**src/rtl/key_schedule_ctrl.sv**
```systemverilog
// rtl/key_schedule_ctrl.sv - AES-128 key schedule sequencer with round-key table and registered read port
// Optional feature macro: KEY_SCHEDULE_REUSE_EN (skip re-expansion when the same key is requested again)
`timescale 1ns/1ps
module key_schedule_ctrl #(
  parameter int ROUND_LAT = 2
) (
  input  logic         clk,
  input  logic         reset,
  input  logic         start_i,
  input  logic         abort_i,
  input  logic [0:127] key_i,
  output logic         busy_o,
  output logic         done_o,
  output logic         valid_o,
  output logic [0:127] rk_key_o,
  output logic [0:7]   rk_rcon_o,
  output logic         rk_hold_o,
  input  logic [0:127] rk_subkey_i,
  input  logic [3:0]   rd_idx_i,
  output logic [0:127] rd_key_o
);

  typedef enum logic [1:0] {
    IDLE  = 2'd0,
    ISSUE = 2'd1,
    WAIT  = 2'd2,
    DONE  = 2'd3
  } state_t;

  localparam int         NUM_KEYS   = 11;
  localparam logic [3:0] LAST_ROUND = 4'd10;
  localparam logic [2:0] CNT_LOAD   = 3'(ROUND_LAT - 1);

  state_t       state;
  state_t       state_nxt;
  logic [3:0]   round;
  logic [2:0]   cnt;
  logic [0:127] rk_table [0:NUM_KEYS-1];
  logic         start_ok;
  logic         reuse_hit;
  logic         capture;

  // GF(2^8) doubling used to step the round constant
  function automatic logic [7:0] xtime(input logic [7:0] b);
    return {b[6:0], 1'b0} ^ (b[7] ? 8'h1b : 8'h00);
  endfunction

  assign start_ok = start_i & ~abort_i;
  assign capture  = (state == WAIT) && !abort_i && (cnt == 3'd0);

`ifdef KEY_SCHEDULE_REUSE_EN
  logic [0:127] last_key;

  // Remember which key the completed table was expanded from
  always_ff @(posedge clk or negedge reset) begin
    if (!reset) begin
      last_key <= '0;
    end else if (state == DONE) begin
      last_key <= rk_table[0];
    end
  end

  assign reuse_hit = valid_o && (key_i == last_key);
`else
  assign reuse_hit = 1'b0;
`endif

  // State register
  always_ff @(posedge clk or negedge reset) begin
    if (!reset) begin
      state <= IDLE;
    end else begin
      state <= state_nxt;
    end
  end

  // Next-state decode; abort wins over any progress in ISSUE/WAIT
  always_comb begin
    state_nxt = state;
    case (state)
      IDLE: begin
        if (start_ok) begin
          state_nxt = reuse_hit ? DONE : ISSUE;
        end
      end
      ISSUE: begin
        state_nxt = abort_i ? IDLE : WAIT;
      end
      WAIT: begin
        if (abort_i) begin
          state_nxt = IDLE;
        end else if (cnt == 3'd0) begin
          state_nxt = (round == LAST_ROUND) ? DONE : ISSUE;
        end
      end
      DONE: begin
        state_nxt = IDLE;
      end
      default: begin
        state_nxt = IDLE;
      end
    endcase
  end

  // State-decoded outputs; the round unit is only released while a round is in flight
  always_comb begin
    busy_o    = (state == ISSUE) || (state == WAIT);
    rk_hold_o = !((state == ISSUE) || (state == WAIT));
    done_o    = (state == DONE);
  end

  // Round sequencing, round-unit operand registers and the validity flag
  always_ff @(posedge clk or negedge reset) begin
    if (!reset) begin
      round     <= 4'd0;
      cnt       <= 3'd0;
      valid_o   <= 1'b0;
      rk_key_o  <= '0;
      rk_rcon_o <= 8'h00;
    end else begin
      case (state)
        IDLE: begin
          if (start_ok && !reuse_hit) begin
            rk_key_o  <= key_i;
            round     <= 4'd1;
            rk_rcon_o <= 8'h01;
            valid_o   <= 1'b0;
          end
        end
        ISSUE: begin
          if (abort_i) begin
            valid_o <= 1'b0;
          end else begin
            cnt <= CNT_LOAD;
          end
        end
        WAIT: begin
          if (abort_i) begin
            valid_o <= 1'b0;
          end else if (cnt == 3'd0) begin
            rk_key_o <= rk_subkey_i;
            if (round != LAST_ROUND) begin
              round     <= round + 4'd1;
              rk_rcon_o <= xtime(rk_rcon_o);
            end
          end else begin
            cnt <= cnt - 3'd1;
          end
        end
        DONE: begin
          valid_o <= 1'b1;
        end
        default: begin
          valid_o <= 1'b0;
        end
      endcase
    end
  end

  // Round-key table: key loads entry 0, each finished round fills its own entry
  always_ff @(posedge clk or negedge reset) begin
    if (!reset) begin
      for (int i = 0; i < NUM_KEYS; i++) begin
        rk_table[i] <= '0;
      end
    end else begin
      if ((state == IDLE) && start_ok && !reuse_hit) begin
        rk_table[0] <= key_i;
      end
      if (capture) begin
        for (int i = 1; i < NUM_KEYS; i++) begin
          if (round == 4'(i)) begin
            rk_table[i] <= rk_subkey_i;
          end
        end
      end
    end
  end

  // Registered read port; sees the pre-write value on a same-cycle write, out-of-range reads 0
  always_ff @(posedge clk or negedge reset) begin
    if (!reset) begin
      rd_key_o <= '0;
    end else begin
      rd_key_o <= '0;
      for (int i = 0; i < NUM_KEYS; i++) begin
        if (rd_idx_i == 4'(i)) begin
          rd_key_o <= rk_table[i];
        end
      end
    end
  end

endmodule

```
**config.mk**
```make
export PLATFORM = sky130hd
export DESIGN_NAME = key_schedule_ctrl
export DESIGN_NICKNAME = d
export VERILOG_FILES = /design/src/rtl/key_schedule_ctrl.sv
export SDC_FILE = /design/constraint.sdc
export NUM_CORES = 2
export LEC_CHECK = 0
export CAP_MARGIN = 20
export CORE_MARGIN = 3
export CORE_UTILIZATION = 48
export CTS_CLUSTER_DIAMETER = 120
export DETAILED_ROUTE_END_ITERATION = 7
export PLACE_DENSITY = 0.71
export SLEW_MARGIN = 5
export SYNTH_ARGS = -nofsm -noshare
export SYNTH_HDL_FRONTEND = slang
export SYNTH_SLANG_ARGS = --single-unit
```
**constraint.sdc**
```tcl
create_clock -name clk -period 2.8 [get_ports clk]
set_input_delay 0.56 -clock clk [delete_from_list [all_inputs] [get_ports clk]]
set_output_delay 0.56 -clock clk [all_outputs]
set_load 0.01 [all_outputs]
```
==> summary.md <==
| Metric | Value |
|---|---|
| M3 GR Usage | `4.96%` |
| Cell Rows | `about 150` |
| Met2 Resource Use GR | `between 40% and 50%` |
| R2r startpoint | `cnt[0]` |
| Dpl ws | `-0.205 ns` |
| HPWL Detailed | `144000 um` |
| Vias after detailed routing | `about 51000` |
| Synth Instances | `5908` |
| Die X | `around 400 um` |
| Final Hold Fails | `0` |
| Fillers | `roughly 13000` |
| Critical Path Start Type | `flop` |
| Worst skew pair latency | `0.83 ns` |
| Global route overflow | `0` |
| Setup TNS | `0 ns` |
| Setup Skew | `~0.034 ns` |
| CTS Sinks | `1682` |
| Pwr dens | `~730 mW/mm^2` |
| Initial core utilization | `between 40% and 50%` |
| Mapped Nets | `~6000` |
| Reg2reg path depth | `9` |
| Die outline height | `~400 um` |
| Primary FF master, synth | `dfrtp_1` |
| Fin crit share | `a little over nine tenths` |
| Avg Cell Area, Syn | `12.8 um^2` |
| Max Cap Viol | `0` |
| Multi-input logic area | `around 0.03 mm^2` |
| Clk buf depth | `3` |
| Asr flop ratio synth | `100%` |
| Slew @ Worst Pin | `around 0.87 ns` |
| First-pass GRT wire length | `around 340000 um` |
| Flop-to-flop setup slack | `0.14 ns` |
| Port bufs | `around 530` |
| Num CTS Buffers | `177` |
| Synth area leaders | `dfrtp_1, mux2_2, mux2i_1` |
| Critical path arrival | `2.16 ns` |
| Distinct cells, synth | `55` |
| Pre-antenna DRT Iters | `6` |
| Max FO, Critical Path | `4` |
| Post-synthesis sequential area ratio | `55.6%` |
| Clock transition at path regs | `0.06 ns` |
| Hold Crit Class | `in2reg` |
| Post-DRT Antenna Nets | `0` |
| Vias in the first global route | `53100` |
| Peak supply drop | `870 uV` |
| Critical Path RT | `roughly 2.2 ns` |
| Area delta synth->final | `18.9%` |
| Most frequent cell after synthesis | `dfrtp_1` |
| Pins Over Slew Limit | `0` |
| Min Tclk post-route | `2.72 ns` |
| Core Area | `about 0.16 mm^2` |
| Vias per std cell | `6.05` |
| CP endpoint | `rk_hold_o` |
| Fmax | `368 MHz` |
| Worst setup EP type | `primary output` |
| Synth warn | `0` |
| Synth top cells by count | `dfrtp_1, mux2_2, o21ai_0` |
| Avg WL per Cell | `~27 um` |
| CTS tree | `done` |
| WS Path Type | `reg2out` |
| GR peak layer | `met2` |
| Clock root cell | `clkbuf_16` |
| Max-slew headroom | `between 40% and 50%` |
| Leakage | `between 0.04 and 0.05 uW` |
| IO Count | `532` |
| Final WS setup | `0.0802 ns` |
| Post-synthesis cell area | `0.0757 mm^2` |
| Global Route Usage Sum | `~28%` |
| FF+latch area | `0.0421 mm^2` |
| Reg-to-reg endpoint | `rk_table[604]` |
| Layout Nets | `6572` |
| H-tree levels | `4` |
| DRC Markers | `0` |
| Status | `finished clean` |
| Post-synth EDFFs | `0` |
| #FFs+latches synth | `approximately 1700` |
| Top-area cell type share of the netlist area | `55.6%` |
| Die ar. | `0.162 mm^2` |
| Initial antenna violation count | `7` |
| Share of cells above drive strength 1 | `about a third` |
| Crit. Startpoint | `state[0]` |
| DR iter-0 viols | `about 4400` |
| GP Congestion | `about 0.83` |
| # setup viols final | `0` |
| Drt total wl | `about 230000 um` |
| RSZ-0062 raised after global routing | `no` |
| Largest net degree at the start of global routing | `roughly 130` |
| Synth area leader | `dfrtp_1` |
| GR Util met1 | `38.4%` |
[critical path, stage by stage (launching register included)]
cell             delay [ns]
dfrtp_1                0.42
inv_2                  0.13
ha_4                   0.23
inv_1                  0.05
clkdlybuf4s50_1        0.52
[logic make-up (layout without fill, tap and decap cells)]
| family | Yosys count | after routing | share of synthesized area, % |
|---|---|---|---|
| DFF | 1682 | 1682 | 55.6 |
| and+or+nand+nor | 655 | 655 | 3.61 |
| xor gates and xnor gates | 3 | 3 | 0.0347 |
| buffers and inverters | 609 | 1138 | 4.24 |
| muxes | 1795 | 1795 | 26.4 |
| AOI/OAI and AO/OA | 1154 | 1154 | 9.89 |
| adders and majority gates | 10 | 10 | 0.165 |
| other | 0 | 1 | 0 |
[what timing repair did]
item                                    in CTS  in global routing
gates resized for setup                      2                  0
hold buffers                                 1                  0
setup buffers                                1                  0
hold endpoints to repair                    10                  0
endpoints found under the setup margin       2                  0
[power by group]
part           total, uW  switching (uW)  internal (uW)
clock network      23500           10000          13500
logic              12500            6260           6270
registers          29500            1990          27600
[cells in the final DEF (no fill, tap or decap), drive strengths merged, types with 39 or more instances in the layout]
cell type | synthesis | layout
dfrtp | 1682 | 1682
mux2 | 1412 | 1412
o21ai | 540 | 540
clkdlybuf4s50 | 0 | 526
mux2i | 362 | 362
nand2 | 353 | 353
clkbuf | 275 | 268
buf | 299 | 257
nor2 | 208 | 208
a21oi | 137 | 137
o22ai | 83 | 83
o221ai | 62 | 62
o22a | 62 | 62
a311oi | 62 | 62
a31oi | 47 | 47
inv | 35 | 39
[layer usage]
metal	part of all wire [%]	up-vias
li1	-	22000
met1	43	27100
met2	47	1914
met3	6.5	380
met4	3.0	6
met5	0.018	-
[final cells by class]
type	count	share of cell area, %
Antenna cell	1	0.00278
Tap cell	2058	2.86
Multi-Input combinational cell	3617	34.0
Inverter	35	0.146
Timing Repair Buffer	785	9.67
Sequential cell	1682	46.8
Clock inverter	51	0.730
Clock buffer	267	5.76
[stage by stage]
stage               power (uW)  cells  hold WS, ns  util, %  cell area, um^2
detailed placement       42500   8175        0.469     53.8            84100
global placement         42000   8175        0.462     53.8            84100
finish                   65600   8496        0.296     57.5            90000
CTS                      66000   8495        0.220     57.5            90000
global route             68300   8495        0.302     57.5            90000
floorplan                36100   5908        0.264        -            75700
[registers in the layout, indices dropped and copies added, names as in the netlist]
register / cells
valid_o: 1
rd_key_o: 128
round: 4
state: 2
rk_key_o: 128
cnt: 3
rk_rcon_o: 8
rk_table: 1408
[worst min path at each step]
stage	startpoint	endpoint	cells after the start
floorplan	reset	cnt[0]	0
global placement	rk_key_o[75]	rk_key_o[75]	2
detailed placement	rk_key_o[32]	rk_key_o[32]	2
CTS	rd_idx_i[0]	rd_key_o[92]	4
global route	reset	rk_key_o[14]	2
finish	rd_idx_i[0]	rd_key_o[92]	4
No activity file was read; power rests on OpenSTA's default activity.
